--- src/rtl/riscv_test_monitor.sv ---
// End-of-test checker for riscv-tests: snoops register-file writes and jumps,
// produces sticky pass/fail/timeout verdicts plus jump statistics.
module riscv_test_monitor #(
    parameter int unsigned TIMEOUT_CYCLES = 25000,
    parameter int unsigned PASS_DELAY     = 3,
    parameter logic [4:0]  DONE_REG       = 5'd26,
    parameter logic [4:0]  RESULT_REG     = 5'd27,
    parameter logic [4:0]  TESTNUM_REG    = 5'd3
) (
    input  logic        i_clk,
    input  logic        i_rst,
    input  logic        i_reg_we,
    input  logic [4:0]  i_reg_waddr,
    input  logic [31:0] i_reg_wdata,
    input  logic        i_jump_en,
    input  logic [31:0] i_jump_addr,
    input  logic [31:0] i_inst_addr,
    output logic        o_done,
    output logic        o_pass,
    output logic        o_fail,
    output logic        o_timeout,
    output logic [31:0] o_fail_testnum,
    output logic [31:0] o_jump_count,
    output logic [31:0] o_last_jump_src,
    output logic [31:0] o_last_jump_dst
);

    typedef enum logic [2:0] {StRun, StWait, StPass, StFail, StTmo} state_t;

    state_t      r_state;
    logic [31:0] r_wait_cnt;
    logic [31:0] r_cycle_cnt;
    logic [31:0] r_result;
    logic [31:0] r_testnum;
    logic        r_done;
    logic        r_pass;
    logic        r_fail;
    logic        r_timeout;
    logic [31:0] r_fail_testnum;
    logic [31:0] r_jump_count;
    logic [31:0] r_last_jump_src;
    logic [31:0] r_last_jump_dst;

    logic        w_wr_valid;
    logic        w_wr_done;
    logic        w_wr_result;
    logic        w_wr_testnum;
    logic [31:0] w_eff_result;
    logic [31:0] w_eff_testnum;
    logic        w_active;
    logic        w_timeout_hit;
    logic        w_verdict_hit;

    assign w_wr_valid    = i_reg_we && (i_reg_waddr != 5'd0);
    assign w_wr_done     = w_wr_valid && (i_reg_waddr == DONE_REG) && (i_reg_wdata == 32'd1);
    assign w_wr_result   = w_wr_valid && (i_reg_waddr == RESULT_REG);
    assign w_wr_testnum  = w_wr_valid && (i_reg_waddr == TESTNUM_REG);
    // Same-cycle bypass so a result written on the verdict cycle is honoured.
    assign w_eff_result  = w_wr_result ? i_reg_wdata : r_result;
    assign w_eff_testnum = w_wr_testnum ? i_reg_wdata : r_testnum;
    assign w_active      = (r_state == StRun) || (r_state == StWait);
    assign w_timeout_hit = (r_cycle_cnt == 32'(TIMEOUT_CYCLES - 1));
    assign w_verdict_hit = (r_state == StWait) && (r_wait_cnt == 32'(PASS_DELAY - 1));

    always_ff @(posedge i_clk) begin
        if (i_rst) begin
            r_state         <= StRun;
            r_wait_cnt      <= 32'd0;
            r_cycle_cnt     <= 32'd0;
            r_result        <= 32'd0;
            r_testnum       <= 32'd0;
            r_done          <= 1'b0;
            r_pass          <= 1'b0;
            r_fail          <= 1'b0;
            r_timeout       <= 1'b0;
            r_fail_testnum  <= 32'd0;
            r_jump_count    <= 32'd0;
            r_last_jump_src <= 32'd0;
            r_last_jump_dst <= 32'd0;
        end else begin
            case (r_state)
                StRun: begin
                    if (w_timeout_hit) begin
                        r_state   <= StTmo;
                        r_done    <= 1'b1;
                        r_timeout <= 1'b1;
                    end else if (w_wr_done) begin
                        r_state    <= StWait;
                        r_wait_cnt <= 32'd0;
                    end
                end
                StWait: begin
                    // The delayed verdict takes priority over a coincident timeout.
                    if (w_verdict_hit) begin
                        r_done <= 1'b1;
                        if (w_eff_result == 32'd1) begin
                            r_state <= StPass;
                            r_pass  <= 1'b1;
                        end else begin
                            r_state        <= StFail;
                            r_fail         <= 1'b1;
                            r_fail_testnum <= w_eff_testnum;
                        end
                    end else if (w_timeout_hit) begin
                        r_state   <= StTmo;
                        r_done    <= 1'b1;
                        r_timeout <= 1'b1;
                    end else begin
                        r_wait_cnt <= r_wait_cnt + 32'd1;
                    end
                end
                default: ;
            endcase

            if (w_active) begin
                r_cycle_cnt <= r_cycle_cnt + 32'd1;
                if (w_wr_result) r_result <= i_reg_wdata;
                if (w_wr_testnum) r_testnum <= i_reg_wdata;
                if (i_jump_en) begin
                    if (r_jump_count != 32'hFFFF_FFFF) r_jump_count <= r_jump_count + 32'd1;
                    r_last_jump_src <= i_inst_addr;
                    r_last_jump_dst <= i_jump_addr;
                end
            end
        end
    end

    assign o_done          = r_done;
    assign o_pass          = r_pass;
    assign o_fail          = r_fail;
    assign o_timeout       = r_timeout;
    assign o_fail_testnum  = r_fail_testnum;
    assign o_jump_count    = r_jump_count;
    assign o_last_jump_src = r_last_jump_src;
    assign o_last_jump_dst = r_last_jump_dst;

endmodule

--- config.mk ---
export PLATFORM = sky130hd
export DESIGN_NAME = riscv_test_monitor
export DESIGN_NICKNAME = d
export VERILOG_FILES = /design/src/rtl/riscv_test_monitor.sv
export SDC_FILE = /design/constraint.sdc
export NUM_CORES = 1
export LEC_CHECK = 0
export ABC_AREA = 1
export CELL_PAD_IN_SITES_DETAIL_PLACEMENT = 1
export CELL_PAD_IN_SITES_GLOBAL_PLACEMENT = 1
export CORE_MARGIN = 5
export CORE_UTILIZATION = 40
export CTS_CLUSTER_SIZE = 28
export DETAILED_ROUTE_END_ITERATION = 10
export GPL_ROUTABILITY_DRIVEN = 0
export PLACE_DENSITY = 0.95
export SETUP_SLACK_MARGIN = 0.1
export SYNTH_ARGS = -nofsm -noshare
export SYNTH_HDL_FRONTEND = slang
export SYNTH_SLANG_ARGS = --single-unit
--- constraint.sdc ---
create_clock -name i_clk -period 4 [get_ports i_clk]
set_input_delay 0.8 -clock i_clk [delete_from_list [all_inputs] [get_ports i_clk]]
set_output_delay 0.8 -clock i_clk [all_outputs]
set_load 0.01 [all_outputs]
After elaboration in Yosys (flattened, before gate mapping)
Index checks and enable logic that the tools add are counted.

cells by class
  reductions and logical operators = 17
  multiplexer cells = 19
  bitwise logic cells = 1
  eq/ne operators = 15
  $add $sub $neg = 3

operators with widths
  kind                                              count
  two-way mux 32 bit                                6
  adder 32 x 1 -> 32 bit (second input constant)    3
  == test 32 x 1 -> 1 bit (second input constant)   2
  case mux 32 bit (2 select lines)                  1
  == test 32 x 15 -> 1 bit (second input constant)  1
  == test 32 x 2 -> 1 bit (second input constant)   1
  inequality test 32 bit (second input constant)    1
  two-way mux 3 bit                                 4
  AND reduction 3 bit                               4
  == test 5 bit (second input constant)             2
  inequality test 2 bit (second input constant)     4
  logical AND 1 bit                                 6
  inequality test 3 bit (second input constant)     2
  case mux 3 bit (2 select lines)                   1
  == test 5 x 2 -> 1 bit (second input constant)    1
  two-way mux 1 bit                                 5
  AND reduction 5 bit                               1
  nonzero test 5 bit                                1
  case mux 1 bit (2 select lines)                   2
  AND reduction 2 bit                               2
  == test 3 x 1 -> 1 bit (second input constant)    1
  zero test 3 bit                                   1
  nonzero test 2 bit                                1
  logical OR 1 bit                                  1
  NOT 1 bit                                         1

storage, ports and cells
  word-level logic and storage cells = 68
  flip-flop bits (word level) = 263
  output and inout bits = 132
  input bits = 105

Longest topological paths before layout
Gate-level depths: netlist (run 1).

  depth in word-level cells = 8
  mapped depth = 16
  gate-level depth less buffers = 13

Worst setup path before layout (run 1)
OpenSTA, ideal clock, no wires.

  path type = input port to flip-flop
  start point = in i_reg_waddr[1]
  end point = reg r_fail_testnum[1], in the netlist o_fail_testnum[1]
  cell stages on the path = 15
  arrival time = 2.208 ns
  slack = 1.677 ns
  required time = 3.885 ns
  buffers on the path = 4
  cell sequence = nand2_1 nor2_4 buf_4 buf_6 nand3_1 nand2_1 nand2_1 nor2_1 nand2_1 nor2_2 nand2_1 buf_6 buf_2 a21oi_1 nor2_1

on the way
  cells in the longest elaborated chain, start to end = 7
  elaborated cells on any way between the ends = 11
  classes of those cells = eq/ne: 3; mux: 2; bitwise: 1; reduce/logical: 5

RTL lines
  what                                  line  RTL
  from (decl)                           13    input logic [4:0] i_reg_waddr,
  nonzero test 5 bit                    54    assign w_wr_valid = i_reg_we && (i_reg_waddr != 5'd0);
  logical AND 1 bit                     54
  logical AND 1 bit                     56    assign w_wr_result = w_wr_valid && (i_reg_waddr == RESULT_REG);
  two-way mux 32 bit                    --
  == test 32 x 1 -> 1 bit               96    if (w_eff_result == 32'd1) begin
  NOT 1 bit (no source line)            --
  AND reduction 3 bit (no source line)  --
  to (signal assigned)                  102   r_fail_testnum <= w_eff_testnum;
  to (decl)                             39    logic [31:0] r_fail_testnum;

Parallel ways exist; a longest one is shown, timed or not.
A chain may end at the register's enable or synchronous reset.

Final worst setup path (run 1)
  start point = in i_reg_waddr[3]
  end point = reg r_fail_testnum[25], in the netlist o_fail_testnum[25]

The elaborated chain is that of the path after synthesis.

==> out/results.tsv, run 1 <==
metric	value	unit
dp_hpwl	33.70	mm
ctsResizeCount	0	
gr-total-overflow	0	
post-synth-top-count-cell	nand2_1	
die_h	191.9	um
clock_skew	0.01406	ns
antenna_found_initial	0	
cp-end-kind	register	
start_util	40.58	%
cp-start-kind	input port	
critPathCapture	o_fail_testnum[25]$_SDFFE_PP0P_	
synth_xor_area_share	3.440	%
via_per_inst	5.402	
path_clk_slew	0.06	ns
fin_crit_sh	82.86	%
grt_max_degree	85	
n_antenna_cell	0	
fin_area	0.01678	mm2
finalSetupViolCount	0	
avgSynthCellArea	6.629	um2
reg2regPathDepth	12	
synth_warnings	0	
cts_buffer_depth	3	
cts.sinks	263	
cp-startpoint	i_reg_waddr[3]	
die_area	0.03683	mm2
yosys-top-cells-area	dfxtp_1 (40%), nand2_1 (13%), nor2_1 (10%), inv_1 (6.2%), a21oi_1 (5.3%)	
synth_top_flop_cell	dfxtp_1	
clkLatencyLatePin	0.56	ns
synth_compound_gate_area_share	12.71	%
synth_adder_area_share	0.3781	%
crit_path_max_fanout	56	
worstReg2RegStart	o_jump_count[1]$_SDFFE_PP0P_	
ys_top_cells_by_count	nand2_1 (467), nor2_1 (352), dfxtp_1 (263), inv_1 (218), a21oi_1 (140)	
outcome	completed	
irDropWorstVdd	0.3372	mV
yosys.area.top_type	dfxtp_1	
netlist.area_leader.share	39.77	%
dr.pass1.iters	5	
synth_top_family_by_area	simple AND/OR/NAND/NOR gates	
netlist_instances	1997	
cts_buffers	30	
grt_pass1_wl	78.56	mm
leakage	7.226	nW
rsz0062_at_grt	false	
fmax	301.7	MHz
hold_viol	0	
fillers	4191	
cts_setup_buffers	0	
synthArstFlopShare	0	%
first_iter_violations	763	
synth.area.mux_share	0.5293	%
worstHoldPathType	register to register	
layout-drive-gt1-share	4.415	%
relSlewSlack	34.70	%
synth_edf_count	0	
num_io_pins	237	
drc	0	
ys_seq_area_share	39.77	%
cts_tree	done	
core_area	0.03262	mm2
synthesis.nets	2106	
cts_hold_buf	0	
grt_pass1_vias	15170	
io_buffers	236	
cp.required	4.45	ns
num-nets-final	2286	
hold_start	o_pass$_SDFFE_PP0P_	
synth_cell_types	39	
power_density	437.7	mW/mm2
min_period	3.314	ns
worstMarginPinSlew	0.9784	ns
cts_root_buffer	clkbuf_16	
area_delta_synth_final	26.73	%
placed_area	0.01585	mm2
synth-simple-area-share	33.41	%
ant_nets	0	
vias	14257	
track_usage	26.10	%
rr_endpoint	o_jump_count[24]$_SDFFE_PP0P_	
num_rows	66	
dpl.cell_count	2587	
drv_slew	0	
arrival	3.77	ns
maxCapViolCount	0	
r2r_slack	0.97	ns
drt-wirelength-per-cell	18.68	um
synth-seq-cells	263	
stdcell_count	2639	
die_width	191.9	um
synth_area	0.01324	mm2
drt-total-wl	49.30	mm
cts-htree-levels	1	
path_class	input port to register	
setup_tns	0	ns
## how the worst min path moves through the flow
stage,to,cells past startpoint
final,o_pass$_SDFFE_PP0P_,2
after floorplan,r_wait_cnt[23]$_SDFFE_PP0P_,2
after global routing,o_last_jump_src[30]$_SDFFE_PP0P_,2
after detailed placement,o_pass$_SDFFE_PP0P_,2
after global placement,o_pass$_SDFFE_PP0P_,2
after CTS,o_pass$_SDFFE_PP0P_,2
## cell type report
| cell class | count | area [um2] | share of cell area (%) |
|---|---|---|---|
| multi-input combinational | 1410 | 6701 | 39.95 |
| sequential | 263 | 5265 | 31.38 |
| timing repair buffer | 251 | 2495 | 14.87 |
| clock buffer | 46 | 860.8 | 5.131 |
| inverter | 221 | 834.6 | 4.975 |
| tap | 442 | 553.0 | 3.297 |
| clock inverter | 6 | 66.31 | 0.3953 |
## power by group
| part | internal (W) | switching (W) | total [W] |
|---|---|---|---|
| combinational | 0.000602 | 0.00107 | 0.00168 |
| clock | 0.00153 | 0.00113 | 0.00266 |
| sequential | 0.00285 | 0.000155 | 0.00301 |
## critical path, cell delays in order
cell and delay [ns]:
clkdlybuf4s50_1 0.49, nand2_1 0.09, nor2_2 0.13, nand2_2 0.42, nand2_1 0.24, nand2_1 0.10
nand2_1 0.08, nor2_1 0.06, nand2_1 0.13, nor2_2 0.07, nand2_2 0.16, buf_4 0.58
nand3_1 0.15, nand2_1 0.12, nor2_1 0.05
## logic make-up after synthesis
logic type | count (synthesis)
compound gates | 300
xor+xnor | 52
fa+ha+maj | 4
buf+inv | 324
flops | 263
mux | 7
simple gates | 1047
## cells in the final DEF, fill, tap and decap left out, drive strengths merged, types with 2 or more instances in the layout
cell type | netlist | routed
nand2 | 469 | 469
nor2 | 357 | 357
dfxtp | 263 | 263
clkdlybuf4s50 | 0 | 235
inv | 221 | 221
a21oi | 140 | 140
nand3 | 108 | 108
o21ai | 90 | 90
o211ai | 64 | 64
nor3 | 60 | 60
clkbuf | 66 | 46
nand4 | 33 | 33
xor2 | 32 | 32
xnor2 | 20 | 20
buf | 37 | 16
mux2i | 7 | 7
nand3b | 5 | 5
clkinv | 0 | 5
nor3b | 4 | 4
nor4 | 4 | 4
and3 | 4 | 4
ha | 4 | 4
and2 | 2 | 2
## per-layer routing
layer / up-vias / track usage (%) / wire length, um
li1: 6746 / - / -
met2: 483 / 46.55 / 24310
met5: - / 0 / 0
met4: 0 / 8.950 / 1732
met3: 124 / 5.671 / 3361
met1: 6904 / 30.98 / 19900
## stage by stage
step	setup WS, ns	hold WS [ns]	utilization (%)	total power [W]
after global routing	0.4692	0.5073	51.43	0.007684
after floorplan	1.677	0.4575	-	0.004002
after detailed placement	0.2960	0.4628	48.59	0.004657
after global placement	0.4627	0.4502	48.59	0.004550
final	0.6855	0.4633	51.43	0.007342
after CTS	0.7255	0.4719	51.43	0.007370
## flip-flops by register name (all words and copies together) (netlist names)
register,flops
o_fail_testnum,32
o_jump_count,32
o_last_jump_dst,32
o_last_jump_src,32
r_cycle_cnt,32
r_result,32
r_testnum,32
r_wait_cnt,32
r_state,3
o_done,1
o_fail,1
o_pass,1
o_timeout,1
(Power assumes the default switching activity.)
==> run 2: changes to the inputs <==
CORE_UTILIZATION = 34   (was 40)
PLACE_DENSITY = 0.88   (was 0.95)
clock period = 2.65 ns   (was 4 ns; I/O delays follow)
==> out/results.tsv, run 2 (same netlist as run 1, synthesis figures left out) <==
metric	value	unit
cpPeakStageDelay	0.43	ns
cts_tree	done	
cts.sinks	263	
cp-start-kind	input port	
min_period	2.304	ns
ctsResizeCount	0	
cts_root_buffer	clkbuf_16	
first_iter_violations	746	
crit_path_max_fanout	54	
rr_endpoint	r_cycle_cnt[16]$_SDFFE_PP0N_	
grt.met1_usage	25.08	%
hold-path-endpoint	o_timeout$_SDFFE_PP0P_	
io_buffers	236	
path_clk_slew	0.06	ns
area_delta_synth_final	32.57	%
hold_start	o_timeout$_SDFFE_PP0P_	
power_density	664.8	mW/mm2
crit_chain	clkdlybuf4s50_1, nand2_1, nor2_4, nand2_2, buf_12, buf_4, nand2_1, nand2_1, nand2_1, nor2_1, nand2_1, nor2_2, nand2_2, buf_12, a21oi_1, nor2_1	
cts_buffers	31	
die_h	207.3	um
arrival	2.77	ns
relSlewSlack	45.34	%
antenna_found_initial	1	
num_rows	72	
die_width	207.3	um
final_cell_mix	nand2_1 (465), nor2_1 (351), dfxtp_1 (263)	
final_common_cell	nand2_1	
fmax	434.1	MHz
core_area	0.03856	mm2
fin_area	0.01755	mm2
worstHoldPathCells	2	
vias	14164	
clock_skew	0.02480	ns
busiest_layer	met2	
layout-drive-gt1-share	7.219	%
r2r_slack	0.37	ns
placed_area	0.01648	mm2
irDropWorstVdd	0.5635	mV
finalSetupViolCount	0	
grt_pass1_wl	77.45	mm
leakage	7.602	nW
num_io_pins	237	
reg2regPathDepth	10	
dp_hpwl	33.89	mm
n_antenna_cell	0	
cpLargestDelayFamily	simple AND/OR/NAND/NOR gates	
drv_slew	0	
fin_util	45.52	%
die_area	0.04298	mm2
cp.required	3.12	ns
drc	0	
hold_viol	0	
clkLatencyLatePin	0.58	ns
grt_pass1_vias	14915	
outcome	completed	
cts_buffer_depth	3	
cp-end-kind	register	
track_usage	21.23	%
crit_buf_inv	4	
gr-total-overflow	0	
worstHoldPathType	register to register	
drt-wirelength-per-cell	17.14	um
ant_nets	0	
worstReg2RegStart	r_state[2]$_SDFFE_PP0P_	
use_met2	38.44	%
cts_hold_buf	0	
grt_max_degree	77	
dpl.cell_count	2720	
dr.pass1.iters	6	
fillers	4953	
cpMostUsedCell	nand2_1	
start_util	34.33	%
cp_slowest_cell	clkdlybuf4s50_1	
path_class	input port to register	
stdcell_count	2776	
cts-htree-levels	1	
fin_crit_sh	86.93	%
maxCapViolCount	0	
num-nets-final	2344	
via_per_inst	5.102	
drt-total-wl	47.58	mm
grt_use_met3	5.577	%
rsz0062_at_grt	false	
worstMarginPinSlew	0.8199	ns
cts_setup_buffers	0	
==> run 2: cell count changes in the layout (fill, tap and decap cells not counted), sizes merged <==
cell / before / now
buf: 16 / 73
bufinv: 1 / 3
inv: 221 / 223
clkbuf: 46 / 45
clkinv: 5 / 6
==> run 2: worst max-delay path by stage <==
stage	end	startpoint	cells past startpoint	slack (ns)
2_1_floorplan	o_fail_testnum[1]$_SDFFE_PP0P_	i_reg_waddr[1]	15	0.60
3_3_place_gp	o_fail_testnum[25]$_SDFFE_PP0P_	i_reg_waddr[3]	14	-0.05
3_5_place_dp	o_fail_testnum[7]$_SDFFE_PP0P_	i_reg_waddr[3]	17	-0.17
4_1_cts	o_jump_count[24]$_SDFFE_PP0P_	o_jump_count[0]$_SDFFE_PP0P_	12	0.25
5_1_grt	r_cycle_cnt[30]$_SDFFE_PP0N_	r_cycle_cnt[0]$_SDFFE_PP0N_	10	0.12
6_report	o_fail_testnum[13]$_SDFFE_PP0P_	i_reg_waddr[1]	16	0.35
==> run 2: through the flow <==
step                      TNS [ns]  setup WS [ns]  power (W)  hold slack, ns
after floorplan                  0         0.5969   0.006041          0.4575
after global placement     -0.7410       -0.04957   0.007129          0.4449
after detailed placement    -5.909        -0.1732   0.007266          0.4416
after CTS                        0         0.2509    0.01179          0.4506
after global routing             0         0.1198    0.01227          0.4695
final                            0         0.3465    0.01167          0.4496
==> run 2: worst reg2reg max path, cell delays in order, from the launching register on <==
cell and delay [ns]:
dfxtp_1 0.36, nor2_4 0.15, buf_4 0.28, inv_1 0.11, nor2_1 0.26, nand2_1 0.19
nor2_1 0.21, nand3_1 0.11, nor3_1 0.26, nand2_1 0.08, and3_1 0.17
==> run 2: where the power goes <==
group          internal (W)  switching [W]
combinational       0.00110        0.00161
clock               0.00267        0.00178
sequential          0.00430       0.000214
total               0.00807        0.00360
==> run 2: area by class of cell <==
class / instances / area [um2] / share of cell area, %
inverter: 221 / 837.1 / 4.770
clock buffer: 45 / 908.4 / 5.176
multi-input combinational: 1410 / 6704 / 38.20
timing repair buffer: 308 / 3035 / 17.30
sequential: 263 / 5265 / 30.00
tap: 518 / 648.1 / 3.693
clock inverter: 11 / 151.4 / 0.8627
==> run 2: metal layers <==
| layer | wire length [um] | share of wire, % |
|---|---|---|
| met1 | 19570 | 41 |
| met2 | 23690 | 50 |
| met3 | 3273 | 6.9 |
| met4 | 1041 | 2.2 |
| met5 | 13 | 0.027 |
